--- config.mk ---
export PLATFORM = sky130hd
export DESIGN_NAME = gradient_inlet_sequencer
export DESIGN_NICKNAME = d
export VERILOG_FILES = /design/src/rtl/grad_inlet_pkg.sv /design/src/rtl/step_divider.sv /design/src/rtl/gradient_inlet_sequencer.sv
export SDC_FILE = /design/constraint.sdc
export NUM_CORES = 1
export LEC_CHECK = 0
export BUFFER_PORTS_ARGS = -buffer_cell sky130_fd_sc_hd__buf_2
export CORE_UTILIZATION = 45
export CTS_BUF_LIST = sky130_fd_sc_hd__clkbuf_4
export CTS_CLUSTER_SIZE = 30
export DETAILED_ROUTE_END_ITERATION = 7
export PLACE_DENSITY = 0.75
export SYNTH_ARGS = -nofsm -noshare
export SYNTH_HDL_FRONTEND = slang
export SYNTH_SLANG_ARGS = --single-unit
export TNS_END_PERCENT = 20
--- constraint.sdc ---
create_clock -name clk -period 7.35 [get_ports clk]
set_input_delay 0 -clock clk [delete_from_list [all_inputs] [get_ports clk]]
set_output_delay 0 -clock clk [all_outputs]
set_load 0.005 [all_outputs]
--- src/rtl/grad_inlet_pkg.sv ---
// Shared state encoding and default sizing for the gradient generator inlet sequencer.
package grad_inlet_pkg;

  localparam int unsigned DEF_PERIOD_W     = 16;
  localparam int unsigned DEF_COUNT_W      = 24;
  localparam int unsigned DEF_VALVE_SETTLE = 1000;
  localparam int unsigned DEF_PRIME_STEPS  = 256;
  localparam int unsigned DEF_PRIME_PERIOD = 64;

  typedef enum logic [2:0] {
    IDLE,
    OPEN,
    PRIME,
    RUN,
    CLOSE
  } state_t;

endpackage

--- src/rtl/step_divider.sv ---
// Programmable step divider: loads period-1 on load, pulses when the count hits zero, then reloads.
module step_divider #(
  parameter int unsigned W = 16
) (
  input  logic         clk,
  input  logic         rst,
  input  logic         load,
  input  logic         en,
  input  logic [W-1:0] period,
  output logic         pulse
);

  logic [W-1:0] cnt;

  assign pulse = en && (cnt == '0);

  always_ff @(posedge clk or posedge rst) begin
    if (rst) begin
      cnt <= '0;
    end else if (load || pulse) begin
      cnt <= period - W'(1);
    end else if (en) begin
      cnt <= cnt - W'(1);
    end
  end

endmodule

--- src/rtl/gradient_inlet_sequencer.sv ---
// Inlet pump/valve sequencer: open -> prime -> run -> close per accepted command.
// GRAD_INLET_BUBBLE_ABORT_EN adds bubble_det inputs that abort the run and set a sticky fault.
module gradient_inlet_sequencer
  import grad_inlet_pkg::*;
#(
  parameter int unsigned PERIOD_W     = DEF_PERIOD_W,
  parameter int unsigned COUNT_W      = DEF_COUNT_W,
  parameter int unsigned VALVE_SETTLE = DEF_VALVE_SETTLE,
  parameter int unsigned PRIME_STEPS  = DEF_PRIME_STEPS,
  parameter int unsigned PRIME_PERIOD = DEF_PRIME_PERIOD
) (
  input  logic                clk,
  input  logic                rst,
  input  logic                cmd_valid,
  output logic                cmd_ready,
  input  logic [PERIOD_W-1:0] cmd_period_a,
  input  logic [PERIOD_W-1:0] cmd_period_b,
  input  logic [COUNT_W-1:0]  cmd_steps,
  input  logic                abort,
  output logic                valve_a,
  output logic                valve_b,
  output logic                step_a,
  output logic                step_b,
  output logic                busy,
  output logic                done,
  output logic                aborted,
  output logic [COUNT_W-1:0]  steps_done,
  output logic                fault
`ifdef GRAD_INLET_BUBBLE_ABORT_EN
  ,
  input  logic [1:0]          bubble_det
`endif
);

  localparam int unsigned TIMER_W = $clog2(VALVE_SETTLE + 1);

  state_t              state, state_next;
  logic [PERIOD_W-1:0] period_a_q, period_b_q, div_period_a, div_period_b;
  logic [COUNT_W-1:0]  steps_q, prime_cnt;
  logic [TIMER_W-1:0]  timer;
  logic en_a, en_b, accept, entry, abort_evt, bubble_hit;
  logic div_en_a, div_en_b, pulse_a, pulse_b, ref_pulse, flowing;

  assign en_a      = (period_a_q != '0);
  assign en_b      = (period_b_q != '0);
  assign accept    = cmd_valid && (state == IDLE);
  assign entry     = (state_next != state);
  assign ref_pulse = en_a ? pulse_a : pulse_b;
  assign flowing   = (state == OPEN) || (state == PRIME) || (state == RUN);
  assign abort_evt = bubble_hit || (abort && flowing);

`ifdef GRAD_INLET_BUBBLE_ABORT_EN
  logic [1:0] bubble_s1, bubble_s2;

  always_ff @(posedge clk or posedge rst) begin
    if (rst) begin
      bubble_s1 <= '0;
      bubble_s2 <= '0;
      fault     <= 1'b0;
    end else begin
      bubble_s1 <= bubble_det;
      bubble_s2 <= bubble_s1;
      if (accept)          fault <= 1'b0;
      else if (bubble_hit) fault <= 1'b1;
    end
  end

  assign bubble_hit = ((state == PRIME) || (state == RUN)) &&
                      ((bubble_s2[0] && en_a) || (bubble_s2[1] && en_b));
`else
  assign bubble_hit = 1'b0;
  assign fault      = 1'b0;
`endif

  // Dividers reload on every state change, so the period must follow the state being entered.
  assign div_period_a = (state_next == PRIME) ? PERIOD_W'(PRIME_PERIOD) : period_a_q;
  assign div_period_b = (state_next == PRIME) ? PERIOD_W'(PRIME_PERIOD) : period_b_q;
  assign div_en_a     = en_a && ((state == PRIME) || ((state == RUN) && (steps_q != '0)));
  assign div_en_b     = en_b && ((state == PRIME) || ((state == RUN) && (steps_q != '0)));

  step_divider #(.W(PERIOD_W)) u_div_a (
    .clk(clk), .rst(rst), .load(entry), .en(div_en_a), .period(div_period_a), .pulse(pulse_a)
  );

  step_divider #(.W(PERIOD_W)) u_div_b (
    .clk(clk), .rst(rst), .load(entry), .en(div_en_b), .period(div_period_b), .pulse(pulse_b)
  );

  always_ff @(posedge clk or posedge rst) begin
    if (rst) state <= IDLE;
    else     state <= state_next;
  end

  always_comb begin
    state_next = state;
    unique case (state)
      IDLE:  if (accept && ((cmd_period_a != '0) || (cmd_period_b != '0))) state_next = OPEN;
      OPEN:
        if (abort_evt)          state_next = CLOSE;
        else if (timer == '0)   state_next = (PRIME_STEPS == 0) ? RUN : PRIME;
      PRIME:
        if (abort_evt)          state_next = CLOSE;
        else if (ref_pulse && (prime_cnt == COUNT_W'(PRIME_STEPS - 1))) state_next = RUN;
      RUN:
        if (abort_evt || (steps_q == '0)) state_next = CLOSE;
        else if (ref_pulse && (steps_done == steps_q - COUNT_W'(1))) state_next = CLOSE;
      CLOSE: if (timer == '0)   state_next = IDLE;
      default:                  state_next = IDLE;
    endcase
  end

  always_comb begin
    cmd_ready = (state == IDLE);
    busy      = (state != IDLE);
    valve_a   = flowing && en_a;
    valve_b   = flowing && en_b;
    step_a    = pulse_a;
    step_b    = pulse_b;
  end

  always_ff @(posedge clk or posedge rst) begin
    if (rst) begin
      period_a_q <= '0;
      period_b_q <= '0;
      steps_q    <= '0;
      steps_done <= '0;
      prime_cnt  <= '0;
      timer      <= '0;
      done       <= 1'b0;
      aborted    <= 1'b0;
    end else begin
      done <= (state == CLOSE) && (timer == '0);
      if (accept) begin
        period_a_q <= cmd_period_a;
        period_b_q <= cmd_period_b;
        steps_q    <= cmd_steps;
        steps_done <= '0;
        aborted    <= 1'b0;
        done       <= (cmd_period_a == '0) && (cmd_period_b == '0);
      end
      if ((abort && busy) || bubble_hit) aborted <= 1'b1;
      if (entry)              timer <= TIMER_W'(VALVE_SETTLE - 1);
      else if (timer != '0)   timer <= timer - TIMER_W'(1);
      if (entry)              prime_cnt <= '0;
      else if ((state == PRIME) && ref_pulse) prime_cnt <= prime_cnt + COUNT_W'(1);
      if ((state == RUN) && ref_pulse && (steps_done != steps_q))
        steps_done <= steps_done + COUNT_W'(1);
    end
  end

endmodule

==> results of run 1 <==
## state kept, by name, indices dropped and copies added (netlist names)
signal	flops
timer	10
aborted	1
u_div_b.cnt	16
steps_q	24
period_b_q	16
u_div_a.cnt	16
period_a_q	16
state	3
prime_cnt	24
steps_done	24
done	1
## final cells by class
cell class | count | share of cell area
clock inverter | 15 | 0.01623
multi-input combinational | 799 | 0.4839
sequential | 151 | 0.3476
clock buffer | 17 | 0.01174
timing repair buffer | 159 | 0.1024
tap | 270 | 0.03108
inverter | 19 | 0.007021
## power groups by stage
stage / Clock [mW] / Combinational (mW) / Sequential (mW)
3_5_place_dp: 0 / 1.70 / 1.45
5_1_grt: 0.602 / 1.93 / 1.50
6_report: 0.552 / 1.75 / 1.45
3_3_place_gp: 0 / 1.67 / 1.44
2_1_floorplan: 0 / 1.40 / 1.32
4_1_cts: 0.563 / 1.73 / 1.44
## critical path: stages, from the launching register on
cell      delay (ns)
dfrtp_1         0.47
or3_1           0.42
or4_1           0.65
nor3_2          0.43
mux2_2          0.43
or4_4           0.56
or3_4           0.45
a21o_1          0.29
a21oi_1         0.23
ha_1            0.34
nand3b_1        0.19
or3_1           0.39
or3_1           0.35
o21ai_0         0.18
nand2_1         0.07
a221o_1         0.35
## timing repair
item | 4_1_cts | 5_1_grt
endpoints found under the setup margin | 0 | 0
hold endpoints to repair | 158 | 0
hold buffers | 59 | 0
## cells by family (layout without fill, tap and decap cells)
| logic type | Yosys count | in the layout | synth area share |
|---|---|---|---|
| simple gates | 440 | 440 | 0.2493 |
| compound gates | 212 | 212 | 0.1571 |
| flops | 151 | 151 | 0.4062 |
| mux | 73 | 73 | 0.08649 |
| xor+xnor | 66 | 66 | 0.06215 |
| buf+inv | 66 | 210 | 0.02892 |
| fa+ha+maj | 7 | 7 | 0.009416 |
| other cells | 1 | 1 | 0.0004032 |
## cell usage after synthesis, types with 5 or more instances
| master | count |
|---|---|
| or2_2 | 7 |
| nor3b_1 | 6 |
| nor2b_1 | 5 |
| mux2i_1 | 14 |
| or4_1 | 18 |
| o31ai_1 | 10 |
| a31oi_1 | 10 |
| o22ai_1 | 9 |
| inv_1 | 19 |
| and3_1 | 28 |
| buf_2 | 11 |
| clkbuf_1 | 33 |
| nor2_1 | 107 |
| or3_1 | 29 |
| nand3_1 | 46 |
| a21oi_1 | 34 |
| and2_1 | 5 |
| nand2_1 | 78 |
| nand2b_1 | 20 |
| o21ai_0 | 52 |
| o21a_1 | 5 |
| mux2_2 | 59 |
| o211ai_1 | 16 |
| ha_1 | 7 |
| nor4_1 | 27 |
| xor2_1 | 42 |
| dfrtp_1 | 151 |
| nand4_1 | 13 |
| xnor2_1 | 24 |
| nor3_1 | 27 |
| a21o_1 | 8 |
## layer usage
metal	GRT usage	part of all wire	vias to the layer above
met1	0.3154	0.45	4090
met3	0.04514	0.061	38
met2	0.3813	0.48	336
li1	-	-	4030
met5	0	0	-
met4	0.06263	0.015	0
## worst paths after layout
path                                               end                 startpoint  depth (start not counted)  slack (ns)
hold / removal               prime_cnt[15]$_DFFE_PP0P_                        rst                          3        0.15
max in group asynchronous   u_div_a.cnt[4]$_DFFE_PP0P_                        rst                          4        5.96
min in group clk               steps_q[16]$_DFFE_PP0P_              cmd_steps[16]                          3        0.20
setup / recovery           u_div_b.cnt[14]$_DFFE_PP0P_  period_a_q[2]$_DFFE_PP0P_                         15        1.42
setup reg to reg           u_div_b.cnt[14]$_DFFE_PP0P_  period_a_q[2]$_DFFE_PP0P_                         15        1.42
hold reg to reg                    aborted$_DFFE_PP0P_        aborted$_DFFE_PP0P_                          1        0.51
## per-stage QoR
step                      power [mW]  area (um2)  hold WS [ns]
after global routing           4.025       10870        0.1544
after detailed placement       3.154        9976        0.2347
after global placement         3.104        9976        0.2316
after floorplan                2.716        9301        0.1397
final                          3.751       10870        0.1529
after CTS                      3.730       10870        0.1643
==> metrics.cfg, run 1 <==
[cts]
clk_path_buf_depth = 2
postCtsSetupBuffers = 0
cts_tree = done
htreeDepth = 4
cts-resized-gates = 0
clkLatencyLatePin_ns = 0.57
cts_root_buf = clkbuf_4
path_clk_slew_ns = 0.13
numCtsBuffers = 17
clock-sinks = 151

[timing]
period_needed_ns = 5.926
clock.fmax_mhz = 168.7
relSlewSlack = 0.3872
finalHoldViolCount = 0
maxSlewViolCount = 0
worst_slew_pin_slew_ns = 0.9192
fin_setup_tns_ns = 0
rsz0062_at_grt = false
fin_crit_sh = 0.8063
setup_viol = 0
fin_skew_ns = 0.02010
fin_ws_ns = 1.424

[floorplan]
core_mm2 = 0.02023
row_count = 52
initial_core_util = 0.4597
die_height_um = 145.8
die_area_mm2 = 0.02125
die_w_um = 145.8
ios = 93

[cells_and_area]
nets = 1214
final_cells = 1430
antenna_cells = 0
final_cell_mix = 151 x dfrtp_1, 107 x nor2_1, 91 x buf_2
multi_input_area_mm2 = 0.005260
fin_util = 0.5372
drive_gt1_frac = 0.1862
syn2layout_area_growth_pct = 16.87
fill_cells = 1827
seq_area_mm2 = 0.003779
final_common_cell = dfrtp_1

[run_status]
outcome = finished clean

[critical_path]
required_ns = 7.81
end_kind = flip-flop
cp.arrival_ns = 6.39
worstPathMaxFanout = 9
critPathLaunchType = flip-flop
path_class = flip-flop to flip-flop

[routing]
drc = 0
dr.pass1.iters = 8
drt_wl_total_um = 24160
first_iter_violations = 685
vias = 8494
wire_per_inst_um = 16.90
vias_per_cell = 5.940
ant_nets = 0

[power]
power_frac_seq = 0.386
total_leakage_power_nw = 4.469
internal-power_mw = 2.106
p_sw_mw = 1.645
p_clk_frac = 0.147
irDropWorstVdd_mv = 0.2730
swShare = 0.4386
power_density_mw_per_mm2 = 345.1
combPwrFrac = 0.466

[global_routing]
grt_pass1_wl_um = 40250
grt_start_max_net_pins = 99
antenna_found_initial = 0
grt_use_total = 0.2331
grt_overflow = 0
first_global_vias = 8136

[run]
cap_violations = 0

[place]
pre_cts_ws_ns = 1.523
port_buffers = 91
placed_cells = 1339
dpl.hpwl_um = 16580
routabilityCongestion = 0.9411

[yosys]
synth_flop_cell = dfrtp_1
synth_edf_count = 0
synth_top_cell_area_share = 0.4062
ys_ff_latch = 151
synthCells = 1016
yosysWarnings = 0
synth-async-reset-ratio = 1.000
synth_area_per_cell_um2 = 9.155
yosysSeqAreaShare = 0.4062
synth_area_mm2 = 0.009301
ys_top_cells_by_area = dfrtp_1 41%, mux2_2 7.1%, nor2_1 4.3%
yosysTopAreaCell = dfrtp_1
synth_fp_nets = 1083
synth_cell_type_count = 79

[worst_hold_path]
worstHoldPathType = primary input to asynchronous set/reset pin

Note: power is estimated with default switching activity, not from simulation.
==> inputs of run 2 (changes only) <==
==> constraint.sdc (replaced) <==
create_clock -name clk -period 6.18 [get_ports clk]
set_input_delay 0 -clock clk [delete_from_list [all_inputs] [get_ports clk]]
set_output_delay 0 -clock clk [all_outputs]
set_load 0.005 [all_outputs]
==> metrics.cfg, run 2 (same netlist as run 1, synthesis figures left out) <==
[place]
dpl.hpwl_um = 16610
port_buffers = 91
routabilityCongestion = 0.9338
placed_cells = 1341
place_area_mm2 = 0.009991

[cts]
postCtsSetupBuffers = 0
clock-sinks = 151
cts_root_buf = clkbuf_4
cts_tree = done
path_clk_slew_ns = 0.14
cts-resized-gates = 0
numCtsBuffers = 17
htreeDepth = 4
clkLatencyLatePin_ns = 0.58
clk_path_buf_depth = 2

[global_routing]
grt_overflow = 0
antenna_found_initial = 0
grt_use_total = 0.2351
grt_pass1_wl_um = 40680
first_global_vias = 8278
grt_start_max_net_pins = 85

[routing]
vias = 8502
vias_per_cell = 5.937
first_iter_violations = 887
drc = 0
ant_nets = 0
drt_wl_total_um = 24220
wire_per_inst_um = 16.91
dr.pass1.iters = 5

[critical_path]
cp.arrival_ns = 6.25
path_class = flip-flop to flip-flop
required_ns = 6.65
critPathBufInv = 1
critPathMaxStageDelay_ns = 0.56
crit_family = simple AND/OR/NAND/NOR gates
cp_slowest_cell = or4_4
critPathLaunchType = flip-flop
worstPathMaxFanout = 9
end_kind = flip-flop
worstPathCellList = or4_1, or4_1, nor3_2, buf_4, mux2_2, or4_4, or3_4, a21o_1, a21oi_1, ha_1, nand3b_1, or3_1, or3_1, o21ai_0, nand2_1, a221o_1

[timing]
fin_crit_sh = 0.9354
clock.fmax_mhz = 173.0
relSlewSlack = 0.3771
fin_skew_ns = 0.02888
period_needed_ns = 5.781
rsz0062_at_grt = false
maxSlewViolCount = 0
fin_setup_tns_ns = 0
setup_viol = 0
worst_slew_pin_slew_ns = 0.9344
finalHoldViolCount = 0

[power]
irDropWorstVdd_mv = 0.3100
total_leakage_power_nw = 4.473
power_density_mw_per_mm2 = 409.8

[cells_and_area]
nets = 1216
final_cells = 1432
drive_gt1_frac = 0.1876
antenna_cells = 0
top_regs = prime_cnt (24), steps_done (24), steps_q (24)
syn2layout_area_growth_pct = 16.77
fin_area_mm2 = 0.01086
final_cell_mix = 151 x dfrtp_1, 107 x nor2_1, 91 x buf_2
final_common_cell = dfrtp_1

[floorplan]
die_area_mm2 = 0.02125
die_height_um = 145.8
die_w_um = 145.8
ios = 93
row_count = 52
initial_core_util = 0.4597
core_mm2 = 0.02023

[worst_hold_path]
worstHoldPathType = primary input to asynchronous set/reset pin

[run]
cap_violations = 0

[run_status]
outcome = finished clean

## run 2: metal layers
layer | wire (um) | vias up | track usage
li1 | - | 4035 | -
met5 | 0 | - | 0
met1 | 10860 | 4151 | 0.3140
met3 | 1411 | 29 | 0.04702
met4 | 403 | 0 | 0.07263
met2 | 11540 | 287 | 0.3840
## run 2: area by class of cell
cell class / count / area, um2
sequential: 151 / 3779
tap: 270 / 337.8
clock buffer: 17 / 127.6
clock inverter: 15 / 152.6
inverter: 19 / 76.32
timing repair buffer: 161 / 1129
fill: 1844 / 9373
multi-input combinational: 799 / 5260
## run 2: where the power goes
part	internal, mW	switching, mW
Combinational	0.924	1.18
Sequential	1.31	0.415
Clock	0.241	0.386
Total	2.47	1.98
## run 2: worst min-delay path, delay by kind of cell
family / cells / cell delay (ns)
buffers and inverters: 3 / 1.16
## run 2: final timing paths
| kind | startpoint | endpoint | slack (ns) | cells after the start |
|---|---|---|---|---|
| min in group clk | cmd_period_b[3] | period_b_q[3]$_DFFE_PP0P_ | 0.18 | 3 |
| hold reg to reg | aborted$_DFFE_PP0P_ | aborted$_DFFE_PP0P_ | 0.53 | 1 |
| setup reg to reg | period_a_q[7]$_DFFE_PP0P_ | u_div_b.cnt[14]$_DFFE_PP0P_ | 0.40 | 16 |
| hold / removal | rst | timer[7]$_DFFE_PP0P_ | 0.07 | 3 |
| setup / recovery | period_a_q[7]$_DFFE_PP0P_ | u_div_b.cnt[14]$_DFFE_PP0P_ | 0.40 | 16 |
| max in group asynchronous | rst | steps_done[7]$_DFFE_PP0P_ | 4.78 | 4 |
## run 2: repair_timing
action	4_1_cts	5_1_grt
hold buffers	59	0
hold endpoints to repair	144	0
endpoints found under the setup margin	0	0
## run 2: metrics by stage
stage	utilization	setup slack [ns]	hold slack (ns)	total power, mW
global placement	0.4938	0.6448	0.1936	3.709
global route	0.5368	0.1026	0.1099	4.779
detailed placement	0.4938	0.4865	0.1925	3.763
finish	0.5368	0.3990	0.06730	4.451
CTS	0.5368	0.4352	0.1019	4.428
floorplan	-	0.8146	0.1397	3.230
==> inputs of run 3 (changes only) <==
--- a/config.mk
+++ b/config.mk
@@ -6,11 +6,11 @@
 export NUM_CORES = 1
 export LEC_CHECK = 0
 export BUFFER_PORTS_ARGS = -buffer_cell sky130_fd_sc_hd__buf_2
-export CORE_UTILIZATION = 45
+export CORE_UTILIZATION = 52
 export CTS_BUF_LIST = sky130_fd_sc_hd__clkbuf_4
 export CTS_CLUSTER_SIZE = 30
 export DETAILED_ROUTE_END_ITERATION = 7
-export PLACE_DENSITY = 0.75
+export PLACE_DENSITY = 0.83
 export SYNTH_ARGS = -nofsm -noshare
 export SYNTH_HDL_FRONTEND = slang
 export SYNTH_SLANG_ARGS = --single-unit
==> metrics.cfg, run 3 (same netlist as run 1, synthesis figures left out) <==
[run_status]
outcome = finished clean

[global_routing]
grt_use_met1 = 0.3611
busiest_layer = met2
grt_use_total = 0.2776
met2_usage = 0.4617
grt_start_max_net_pins = 77
antenna_found_initial = 1
first_global_vias = 8304
grt_use_met3 = 0.05911
grt_overflow = 0
grt_pass1_wl_um = 40490

[timing]
clock.fmax_mhz = 174.7
worst_slew_pin_slew_ns = 0.9834
period_needed_ns = 5.724
fin_skew_ns = 0.03216
fin_setup_tns_ns = 0
setup_viol = 0
finalHoldViolCount = 0
relSlewSlack = 0.3444
maxSlewViolCount = 0
fin_crit_sh = 0.9261
rsz0062_at_grt = false

[routing]
dr.pass1.iters = 6
drc = 0
first_iter_violations = 733
ant_nets = 0
drt_wl_total_um = 24680
wire_per_inst_um = 17.78
vias_per_cell = 6.214
vias = 8625

[critical_path]
critPathMaxStageDelay_ns = 0.64
critPathLaunchType = flip-flop
cp_slowest_cell = or4_1
worstPathMaxFanout = 9
required_ns = 6.65
r2r_start = period_a_q[2]$_DFFE_PP0P_
crit_start = period_a_q[2]$_DFFE_PP0P_
cp.arrival_ns = 6.19
worstPathCellList = or3_1, or4_1, nor3_2, buf_4, mux2_2, or4_4, or3_4, a21o_1, a21oi_1, ha_1, nand3b_1, or3_1, or3_1, o21ai_0, nand2_1, a221o_1
cpMostUsedCell = or3_1
end_kind = flip-flop
path_class = flip-flop to flip-flop

[floorplan]
initial_core_util = 0.5359
ios = 93
die_w_um = 135.7
die_area_mm2 = 0.01843
row_count = 48
die_height_um = 135.7
core_mm2 = 0.01736

[place]
routabilityCongestion = 0.9371
dpl.hpwl_um = 16540
port_buffers = 91

[cells_and_area]
nets = 1216
top_regs = prime_cnt (24), steps_done (24), steps_q (24)
fin_util = 0.6231
final_cell_mix = 151 x dfrtp_1, 107 x nor2_1, 91 x buf_2
drive_gt1_frac = 0.1893
syn2layout_area_growth_pct = 16.28
final_common_cell = dfrtp_1

[cts]
htreeDepth = 4
path_clk_slew_ns = 0.15
numCtsBuffers = 17
clkLatencyLatePin_ns = 0.57
postCtsSetupBuffers = 0
clk_path_buf_depth = 2
clock-sinks = 151
cts_root_buf = clkbuf_4
cts_tree = done

[power]
irDropWorstVdd_mv = 0.2933
total_leakage_power_nw = 4.480
power_density_mw_per_mm2 = 412.8

[worst_hold_path]
worstHoldPathType = primary input to asynchronous set/reset pin

[run]
cap_violations = 0

## run 3: layout make-up
cell class | instances | area (um2)
fill | 1436 | 6541
multi-input combinational | 799 | 5260
sequential | 151 | 3779
timing repair buffer | 161 | 1129
tap | 225 | 281.5
clock inverter | 14 | 152.6
clock buffer | 18 | 135.1
inverter | 19 | 76.32
antenna | 1 | 2.502
## run 3: path summary, 6_finish.rpt
check,endpoint,slack [ns],cells past startpoint
min in group clk,steps_q[12]$_DFFE_PP0P_,0.20,3
max in group asynchronous,period_a_q[11]$_DFFE_PP0P_,4.66,4
hold / removal,timer[6]$_DFFE_PP0P_,0.04,3
setup / recovery,u_div_b.cnt[14]$_DFFE_PP0P_,0.46,16
hold reg to reg,aborted$_DFFE_PP0P_,0.51,1
setup reg to reg,u_div_b.cnt[14]$_DFFE_PP0P_,0.46,16
## run 3: timing repair
action	4_1_cts	5_1_grt
endpoints found under the setup margin	0	0
hold buffers	59	0
gates resized for setup	0	0
hold endpoints to repair	136	0
## run 3: per-layer routing
layer  vias up  part of all wire
met3        31             0.068
met2       346              0.49
li1       4036                 -
met4         0             0.016
met5         -                 0
met1      4212              0.43
## run 3: critical path, delay by kind of cell, from the launching register on
family / cells / cell delay [ns]
mux: 1 / 0.37
fa+ha+maj: 1 / 0.35
flops: 1 / 0.47
simple gates: 9 / 3.26
compound gates: 4 / 1.03
buf+inv: 1 / 0.17
## run 3: power breakdown
group | switching (mW) | internal (mW)
Combinational | 1.18 | 0.924
Sequential | 0.417 | 1.31
Clock | 0.386 | 0.248
## run 3: per-stage QoR
stage,cell area [um2],setup WS [ns],total power [mW],instances,hold slack (ns)
2_1_floorplan,9301,0.8146,3.230,1016,0.1397
3_3_place_gp,9935,0.6591,3.683,1296,0.1669
3_5_place_dp,9935,0.5031,3.759,1296,0.1738
4_1_cts,10810,0.4894,4.420,1387,0.07054
5_1_grt,10820,0.1980,4.768,1388,0.09366
6_report,10820,0.4564,4.465,1388,0.04466
